<file path="src/rtl/processing_unit_if.sv">
// Strobe, select and data bus between the control unit / memory side and the
// RISC machine datapath (processing_unit).
interface processing_unit_if #(
    parameter int word_size = 8,
    parameter int sel1_size = 3,
    parameter int sel2_size = 2
);
    logic                 Load_R0;
    logic                 Load_R1;
    logic                 Load_R2;
    logic                 Load_R3;
    logic                 Load_PC;
    logic                 Inc_PC;
    logic                 Load_IR;
    logic                 Load_Add_R;
    logic                 Load_Reg_Y;
    logic                 Load_Reg_Z;
    logic [sel1_size-1:0] Sel_Bus_1_Mux;
    logic [sel2_size-1:0] Sel_Bus_2_Mux;
    logic [word_size-1:0] mem_word;

    logic [word_size-1:0] instruction;
    logic                 Zflag;
    logic [word_size-1:0] address;
    logic [word_size-1:0] Bus_1;

    // Control unit and memory side: drives strobes, selects and read data.
    modport master (
        output Load_R0, Load_R1, Load_R2, Load_R3,
        output Load_PC, Inc_PC, Load_IR, Load_Add_R, Load_Reg_Y, Load_Reg_Z,
        output Sel_Bus_1_Mux, Sel_Bus_2_Mux, mem_word,
        input  instruction, Zflag, address, Bus_1
    );

    // Datapath side.
    modport slave (
        input  Load_R0, Load_R1, Load_R2, Load_R3,
        input  Load_PC, Inc_PC, Load_IR, Load_Add_R, Load_Reg_Y, Load_Reg_Z,
        input  Sel_Bus_1_Mux, Sel_Bus_2_Mux, mem_word,
        output instruction, Zflag, address, Bus_1
    );
endinterface

</file>
<file path="src/rtl/processing_unit.sv">
// Datapath of the RISC stored-program machine: register file R0-R3, PC, IR,
// address register, ALU operand Y, zero flag Z, two bus muxes and the ALU.
module processing_unit #(
    parameter int word_size = 8,
    parameter int op_size   = 4,
    parameter int sel1_size = 3,
    parameter int sel2_size = 2
) (
    input logic             clk,
    input logic             rst,
    processing_unit_if.slave pu
);

    localparam logic [op_size-1:0] OP_ADD = op_size'(1);
    localparam logic [op_size-1:0] OP_SUB = op_size'(2);
    localparam logic [op_size-1:0] OP_AND = op_size'(3);
    localparam logic [op_size-1:0] OP_NOT = op_size'(4);

    localparam logic [sel1_size-1:0] BUS1_R0 = sel1_size'(0);
    localparam logic [sel1_size-1:0] BUS1_R1 = sel1_size'(1);
    localparam logic [sel1_size-1:0] BUS1_R2 = sel1_size'(2);
    localparam logic [sel1_size-1:0] BUS1_R3 = sel1_size'(3);
    localparam logic [sel1_size-1:0] BUS1_PC = sel1_size'(4);

    localparam logic [sel2_size-1:0] BUS2_ALU = sel2_size'(0);
    localparam logic [sel2_size-1:0] BUS2_B1  = sel2_size'(1);
    localparam logic [sel2_size-1:0] BUS2_MEM = sel2_size'(2);

    logic [word_size-1:0] r_file [4];
    logic [word_size-1:0] pc;
    logic [word_size-1:0] ir;
    logic [word_size-1:0] add_r;
    logic [word_size-1:0] reg_y;
    logic                 reg_z;

    logic [word_size-1:0] bus_1;
    logic [word_size-1:0] bus_2;
    logic [word_size-1:0] alu_out;
    logic                 alu_zero;
    logic [op_size-1:0]   opcode;
    logic [3:0]           load_r;

    assign opcode = ir[word_size-1 -: op_size];
    assign load_r = {pu.Load_R3, pu.Load_R2, pu.Load_R1, pu.Load_R0};

    // NOTE: every always_comb output gets a default before the case, so an
    // unlisted select value can never leave it unassigned and infer a latch.
    always_comb begin
        bus_1 = '0;
        case (pu.Sel_Bus_1_Mux)
            BUS1_R0: bus_1 = r_file[0];
            BUS1_R1: bus_1 = r_file[1];
            BUS1_R2: bus_1 = r_file[2];
            BUS1_R3: bus_1 = r_file[3];
            BUS1_PC: bus_1 = pc;
            default: bus_1 = '0;
        endcase
    end

    // ALU: data_1 is the Y operand register, data_2 is Bus_1.
    always_comb begin
        alu_out = '0;
        case (opcode)
            OP_ADD:  alu_out = reg_y + bus_1;
            OP_SUB:  alu_out = bus_1 - reg_y;
            OP_AND:  alu_out = reg_y & bus_1;
            OP_NOT:  alu_out = ~bus_1;
            default: alu_out = '0;
        endcase
    end

    assign alu_zero = (alu_out == '0);

    always_comb begin
        bus_2 = '0;
        case (pu.Sel_Bus_2_Mux)
            BUS2_ALU: bus_2 = alu_out;
            BUS2_B1:  bus_2 = bus_1;
            BUS2_MEM: bus_2 = pu.mem_word;
            default:  bus_2 = '0;
        endcase
    end

    // NOTE: the register file is four flops per bit, not a RAM macro, so it
    // takes the asynchronous reset like every other architectural register.
    always_ff @(posedge clk or negedge rst) begin
        if (!rst) begin
            for (int i = 0; i < 4; i++) begin
                r_file[i] <= '0;
            end
        end else begin
            for (int i = 0; i < 4; i++) begin
                if (load_r[i]) begin
                    r_file[i] <= bus_2;
                end
            end
        end
    end

    // NOTE: state uses non-blocking assignments so every register samples the
    // same pre-edge Bus_2 value when several strobes fire together.
    always_ff @(posedge clk or negedge rst) begin
        if (!rst) begin
            pc <= '0;
        end else if (pu.Load_PC) begin
            pc <= bus_2;
        end else if (pu.Inc_PC) begin
            pc <= pc + word_size'(1);
        end
    end

    always_ff @(posedge clk or negedge rst) begin
        if (!rst) begin
            ir <= '0;
        end else if (pu.Load_IR) begin
            ir <= bus_2;
        end
    end

    always_ff @(posedge clk or negedge rst) begin
        if (!rst) begin
            add_r <= '0;
        end else if (pu.Load_Add_R) begin
            add_r <= bus_2;
        end
    end

    always_ff @(posedge clk or negedge rst) begin
        if (!rst) begin
            reg_y <= '0;
        end else if (pu.Load_Reg_Y) begin
            reg_y <= bus_2;
        end
    end

    // Z sees the ALU result formed from this cycle's Y, Bus_1 and IR.
    always_ff @(posedge clk or negedge rst) begin
        if (!rst) begin
            reg_z <= 1'b0;
        end else if (pu.Load_Reg_Z) begin
            reg_z <= alu_zero;
        end
    end

    assign pu.instruction = ir;
    assign pu.Zflag       = reg_z;
    assign pu.address     = add_r;
    assign pu.Bus_1       = bus_1;

endmodule

</file>
<file path="src/flat_wrapper.sv">
// flat-port wrapper written by rule: the top's interface ports become plain ports
module processing_unit_flat 
#(
    parameter int word_size = 8,
    parameter int op_size   = 4,
    parameter int sel1_size = 3,
    parameter int sel2_size = 2
)
  (clk, rst, pu_Load_R0, pu_Load_R1, pu_Load_R2, pu_Load_R3, pu_Load_PC, pu_Inc_PC, pu_Load_IR, pu_Load_Add_R, pu_Load_Reg_Y, pu_Load_Reg_Z, pu_Sel_Bus_1_Mux, pu_Sel_Bus_2_Mux, pu_mem_word, pu_instruction, pu_Zflag, pu_address, pu_Bus_1);
  processing_unit_if #(.word_size(word_size), .sel1_size(sel1_size), .sel2_size(sel2_size)) pu_i ();
  input logic clk;
  input logic rst;
  input wire logic [$bits(pu_i.Load_R0)-1:0] pu_Load_R0;
  input wire logic [$bits(pu_i.Load_R1)-1:0] pu_Load_R1;
  input wire logic [$bits(pu_i.Load_R2)-1:0] pu_Load_R2;
  input wire logic [$bits(pu_i.Load_R3)-1:0] pu_Load_R3;
  input wire logic [$bits(pu_i.Load_PC)-1:0] pu_Load_PC;
  input wire logic [$bits(pu_i.Inc_PC)-1:0] pu_Inc_PC;
  input wire logic [$bits(pu_i.Load_IR)-1:0] pu_Load_IR;
  input wire logic [$bits(pu_i.Load_Add_R)-1:0] pu_Load_Add_R;
  input wire logic [$bits(pu_i.Load_Reg_Y)-1:0] pu_Load_Reg_Y;
  input wire logic [$bits(pu_i.Load_Reg_Z)-1:0] pu_Load_Reg_Z;
  input wire logic [$bits(pu_i.Sel_Bus_1_Mux)-1:0] pu_Sel_Bus_1_Mux;
  input wire logic [$bits(pu_i.Sel_Bus_2_Mux)-1:0] pu_Sel_Bus_2_Mux;
  input wire logic [$bits(pu_i.mem_word)-1:0] pu_mem_word;
  output wire logic [$bits(pu_i.instruction)-1:0] pu_instruction;
  output wire logic [$bits(pu_i.Zflag)-1:0] pu_Zflag;
  output wire logic [$bits(pu_i.address)-1:0] pu_address;
  output wire logic [$bits(pu_i.Bus_1)-1:0] pu_Bus_1;
  assign pu_i.Load_R0 = pu_Load_R0;
  assign pu_i.Load_R1 = pu_Load_R1;
  assign pu_i.Load_R2 = pu_Load_R2;
  assign pu_i.Load_R3 = pu_Load_R3;
  assign pu_i.Load_PC = pu_Load_PC;
  assign pu_i.Inc_PC = pu_Inc_PC;
  assign pu_i.Load_IR = pu_Load_IR;
  assign pu_i.Load_Add_R = pu_Load_Add_R;
  assign pu_i.Load_Reg_Y = pu_Load_Reg_Y;
  assign pu_i.Load_Reg_Z = pu_Load_Reg_Z;
  assign pu_i.Sel_Bus_1_Mux = pu_Sel_Bus_1_Mux;
  assign pu_i.Sel_Bus_2_Mux = pu_Sel_Bus_2_Mux;
  assign pu_i.mem_word = pu_mem_word;
  assign pu_instruction = pu_i.instruction;
  assign pu_Zflag = pu_i.Zflag;
  assign pu_address = pu_i.address;
  assign pu_Bus_1 = pu_i.Bus_1;
  processing_unit #(.word_size(word_size), .op_size(op_size), .sel1_size(sel1_size), .sel2_size(sel2_size)) u_core (.clk(clk), .rst(rst), .pu(pu_i));
endmodule
</file>
<file path="config.mk">
export PLATFORM = sky130hd
export DESIGN_NAME = processing_unit_flat
export DESIGN_NICKNAME = d
export VERILOG_FILES = /design/src/rtl/processing_unit_if.sv /design/src/rtl/processing_unit.sv /design/src/flat_wrapper.sv
export SDC_FILE = /design/constraint.sdc
export NUM_CORES = 1
export LEC_CHECK = 0
export CELL_PAD_IN_SITES_DETAIL_PLACEMENT = 1
export CELL_PAD_IN_SITES_GLOBAL_PLACEMENT = 1
export CORE_UTILIZATION = 43
export CTS_BUF_LIST = sky130_fd_sc_hd__clkbuf_4 sky130_fd_sc_hd__clkbuf_8
export DETAILED_ROUTE_END_ITERATION = 10
export PLACE_DENSITY = 0.88
export SLEW_MARGIN = 10
export SYNTH_ARGS = -nofsm -noshare
export SYNTH_HDL_FRONTEND = slang
export SYNTH_SLANG_ARGS = --single-unit
</file>
<file path="constraint.sdc">
create_clock -name clk -period 3.35 [get_ports clk]
set_input_delay 0.5025 -clock clk [delete_from_list [all_inputs] [get_ports clk]]
set_output_delay 0.5025 -clock clk [all_outputs]
set_load 0.005 [all_outputs]
</file>
==> impl_metrics.tcl <==
set metrics [dict create \
    yosysTopAreaCell "dfrtp_1" \
    fmax_mhz 309.5 \
    synth-async-reset-ratio 1.000 \
    syn_inst 402 \
    ios 50 \
    start_util 0.4462 \
    finalWirelength_um 12560 \
    syn_nets 438 \
    yosysWarnings 0 \
    finalSetupViolCount 0 \
    yosysMostFrequentCell "a21oi_1" \
    synth_area_leaders "dfrtp_1, a21oi_1, nor2_1, xnor2_1, ha_1" \
    relSlewSlack 0.5455 \
    numCtsBuffers 9 \
    fin_cells 592 \
    die_w_um 94.34 \
    critPathMaxFanout 5 \
    die_y_um 94.34 \
    hold_ws_ns 0.05981 \
    drive_above_1_share 0.1930 \
    first_global_vias 3704 \
    clk_latency_ns 0.35 \
    leakagePower_nw 2.100 \
    synth_area_um2 3666 \
    firstDrtPassIters 4 \
    netlist.area_leader.share 0.4437 \
    r2r_slack_ns 0.12 \
    numPlacedInstances 575 \
    slew_violations 0 \
    clock_sinks 65 \
    hold_viol 0 \
    area_growth_pct 30.44 \
    skew_ns 0.006772 \
    status "finished clean" \
    drt_iter0_markers 251 \
    fin_crit_ns 3.231 \
    vias 3497 \
    gr-total-overflow 0 \
    vdd_drop_max_mv 0.2702 \
    die_area_um2 8899 \
    path_clk_slew_ns 0.07 \
    htree_levels 3 \
    yosysUniqueCellTypes 52 \
    arrival_ns 3.43 \
    worstMarginPinSlew_ns 0.6817 \
    diodes 0 \
    maxCapViolations 0 \
    cts_tree "done" \
    seq_area_frac_synth 0.4437 \
    synth-main-ff-cell "dfrtp_1" \
    final_antenna_net_count 0 \
    viasPerCell 5.907 \
    ctsLongestPathBuffers 2 \
    grt_max_degree 51 \
    core.rowCount 33 \
    drc 0 \
    worstHoldPathType "in2async" \
    hpwl_um 8789 \
    worstSetupEndpointType "flip-flop" \
    wire_per_inst_um 21.22 \
    grt_first_pass_wirelength_um 19830 \
    core_area_um2 8217 \
    cts_root_buf "clkbuf_8" \
    powerDensity_nw_per_um2 549.8 \
    worstPathRequired_ns 3.55 \
    fillers 959 \
    portBuffers 49 \
    gp_congestion 0.9316 \
    synth_common_cells "a21oi_1, nor2_1, dfrtp_1" \
    postSynthAreaPerCell_um2 9.119 \
    synth-seq-cells 65 \
    nets 519 \
    antenna_found_initial 0 \
    fin_crit_sh 0.9644 \
    synth_edf_count 0 \
    start_kind "flip-flop" \
    path_class "reg2reg" \
    grt_usage 0.3058 \
]
## where the power goes
part / internal (W) / switching (W) / total, W
clock: 0.000397 / 0.000306 / 0.000703
combinational: 0.000460 / 0.000471 / 0.000932
sequential: 0.000896 / 0.0000992 / 0.000995
## per-stage QoR
stage | total power, W | cell area (um2) | setup slack (ns) | util | setup TNS [ns]
after floorplan | 0.001466 | 3666 | 0.03053 | - | 0
after global placement | 0.001817 | 4516 | -0.5955 | 0.5496 | -26.29
after detailed placement | 0.001883 | 4516 | -0.7996 | 0.5496 | -37.31
after CTS | 0.002624 | 4767 | 0.08635 | 0.5802 | 0
after global routing | 0.002759 | 4782 | -0.02060 | 0.5820 | -0.05643
final | 0.002629 | 4782 | 0.1192 | 0.5820 | 0
## per-layer routing
| layer | share of wire | global-route usage | routed length [um] |
|---|---|---|---|
| met2 | 0.50 | 0.5242 | 6339 |
| met1 | 0.40 | 0.3554 | 5022 |
| met5 | 0 | 0 | 0 |
| met3 | 0.059 | 0.07810 | 747 |
| met4 | 0.036 | 0.1474 | 452 |
## critical path, cell delays in order, from the launching register on
cell     delay, ns
dfrtp_2       0.41
inv_1         0.07
ha_1          0.21
nor3b_1       0.17
or3_1         0.35
and2_1        0.18
ha_1          0.31
a21o_1        0.19
a21o_1        0.20
a21oi_2       0.17
nand3_1       0.10
a31o_2        0.29
a21oi_2       0.19
buf_4         0.18
a21oi_1       0.07
## registers in the layout, indices dropped and copies added (netlist names)
name / flops
u_core.r_file: 32
u_core.pc: 8
u_core.reg_y: 8
u_core.pu.instruction: 8
u_core.pu.Zflag: 1
u_core.pu.address: 8
## layout by cell type, fill, tap and decap left out, types with 4 or more instances in the layout
master,n
nor2_1,70
a21oi_1,69
dfrtp_1,63
clkdlybuf4s50_1,45
buf_4,44
inv_1,16
xnor2_1,15
nand2_1,13
a22oi_1,11
clkbuf_8,11
o22a_1,10
mux2i_1,9
ha_1,9
mux2_2,8
nor3_1,5
nand4_1,5
a21oi_2,5
nor2b_1,4
a21o_1,4
## kinds of logic (layout without fill, tap and decap cells)
family / after synthesis / in the layout / share of synthesized area
mux: 18 / 18 / 0.05222
compound gates: 128 / 128 / 0.2188
simple gates: 119 / 119 / 0.1532
fa+ha+maj: 11 / 11 / 0.03959
xor+xnor: 18 / 18 / 0.04301
buf+inv: 43 / 128 / 0.04949
flops: 65 / 65 / 0.4437
## final cells by class
| type | instances | area, um2 | share of cell area |
|---|---|---|---|
| Sequential cell | 65 | 1629 | 0.3407 |
| Inverter | 17 | 63.81 | 0.01334 |
| Clock inverter | 2 | 37.54 | 0.007849 |
| Multi-Input combinational cell | 294 | 1903 | 0.3980 |
| Tap cell | 105 | 131.4 | 0.02747 |
| Timing Repair Buffer | 96 | 850.8 | 0.1779 |
| Clock buffer | 13 | 166.4 | 0.03480 |
## worst paths after layout
| path | start | end | cells past startpoint |
|---|---|---|---|
| max | u_core.reg_y[1]$_DFFE_PN0P_ | u_core.r_file[7]$_DFFE_PN0P_ | 14 |
| min | rst | u_core.pc[0]$_DFFE_PN0P_ | 1 |
| max reg2reg | u_core.reg_y[1]$_DFFE_PN0P_ | u_core.r_file[7]$_DFFE_PN0P_ | 14 |
| min reg2reg | u_core.pu.Zflag$_DFFE_PN0P_ | u_core.pu.Zflag$_DFFE_PN0P_ | 1 |
| max in group asynchronous | rst | u_core.pu.instruction[7]$_DFFE_PN0P_ | 2 |
| min in group clk | u_core.pu.Zflag$_DFFE_PN0P_ | u_core.pu.Zflag$_DFFE_PN0P_ | 1 |
## timing repair
| action | CTS | global route |
|---|---|---|
| hold buffers | 0 | 0 |
| setup buffers | 1 | 1 |
| pin swaps | 11 | 3 |
| setup endpoints to repair | 65 | 27 |
| resized for setup | 21 | 4 |
(Power assumes the default switching activity.)
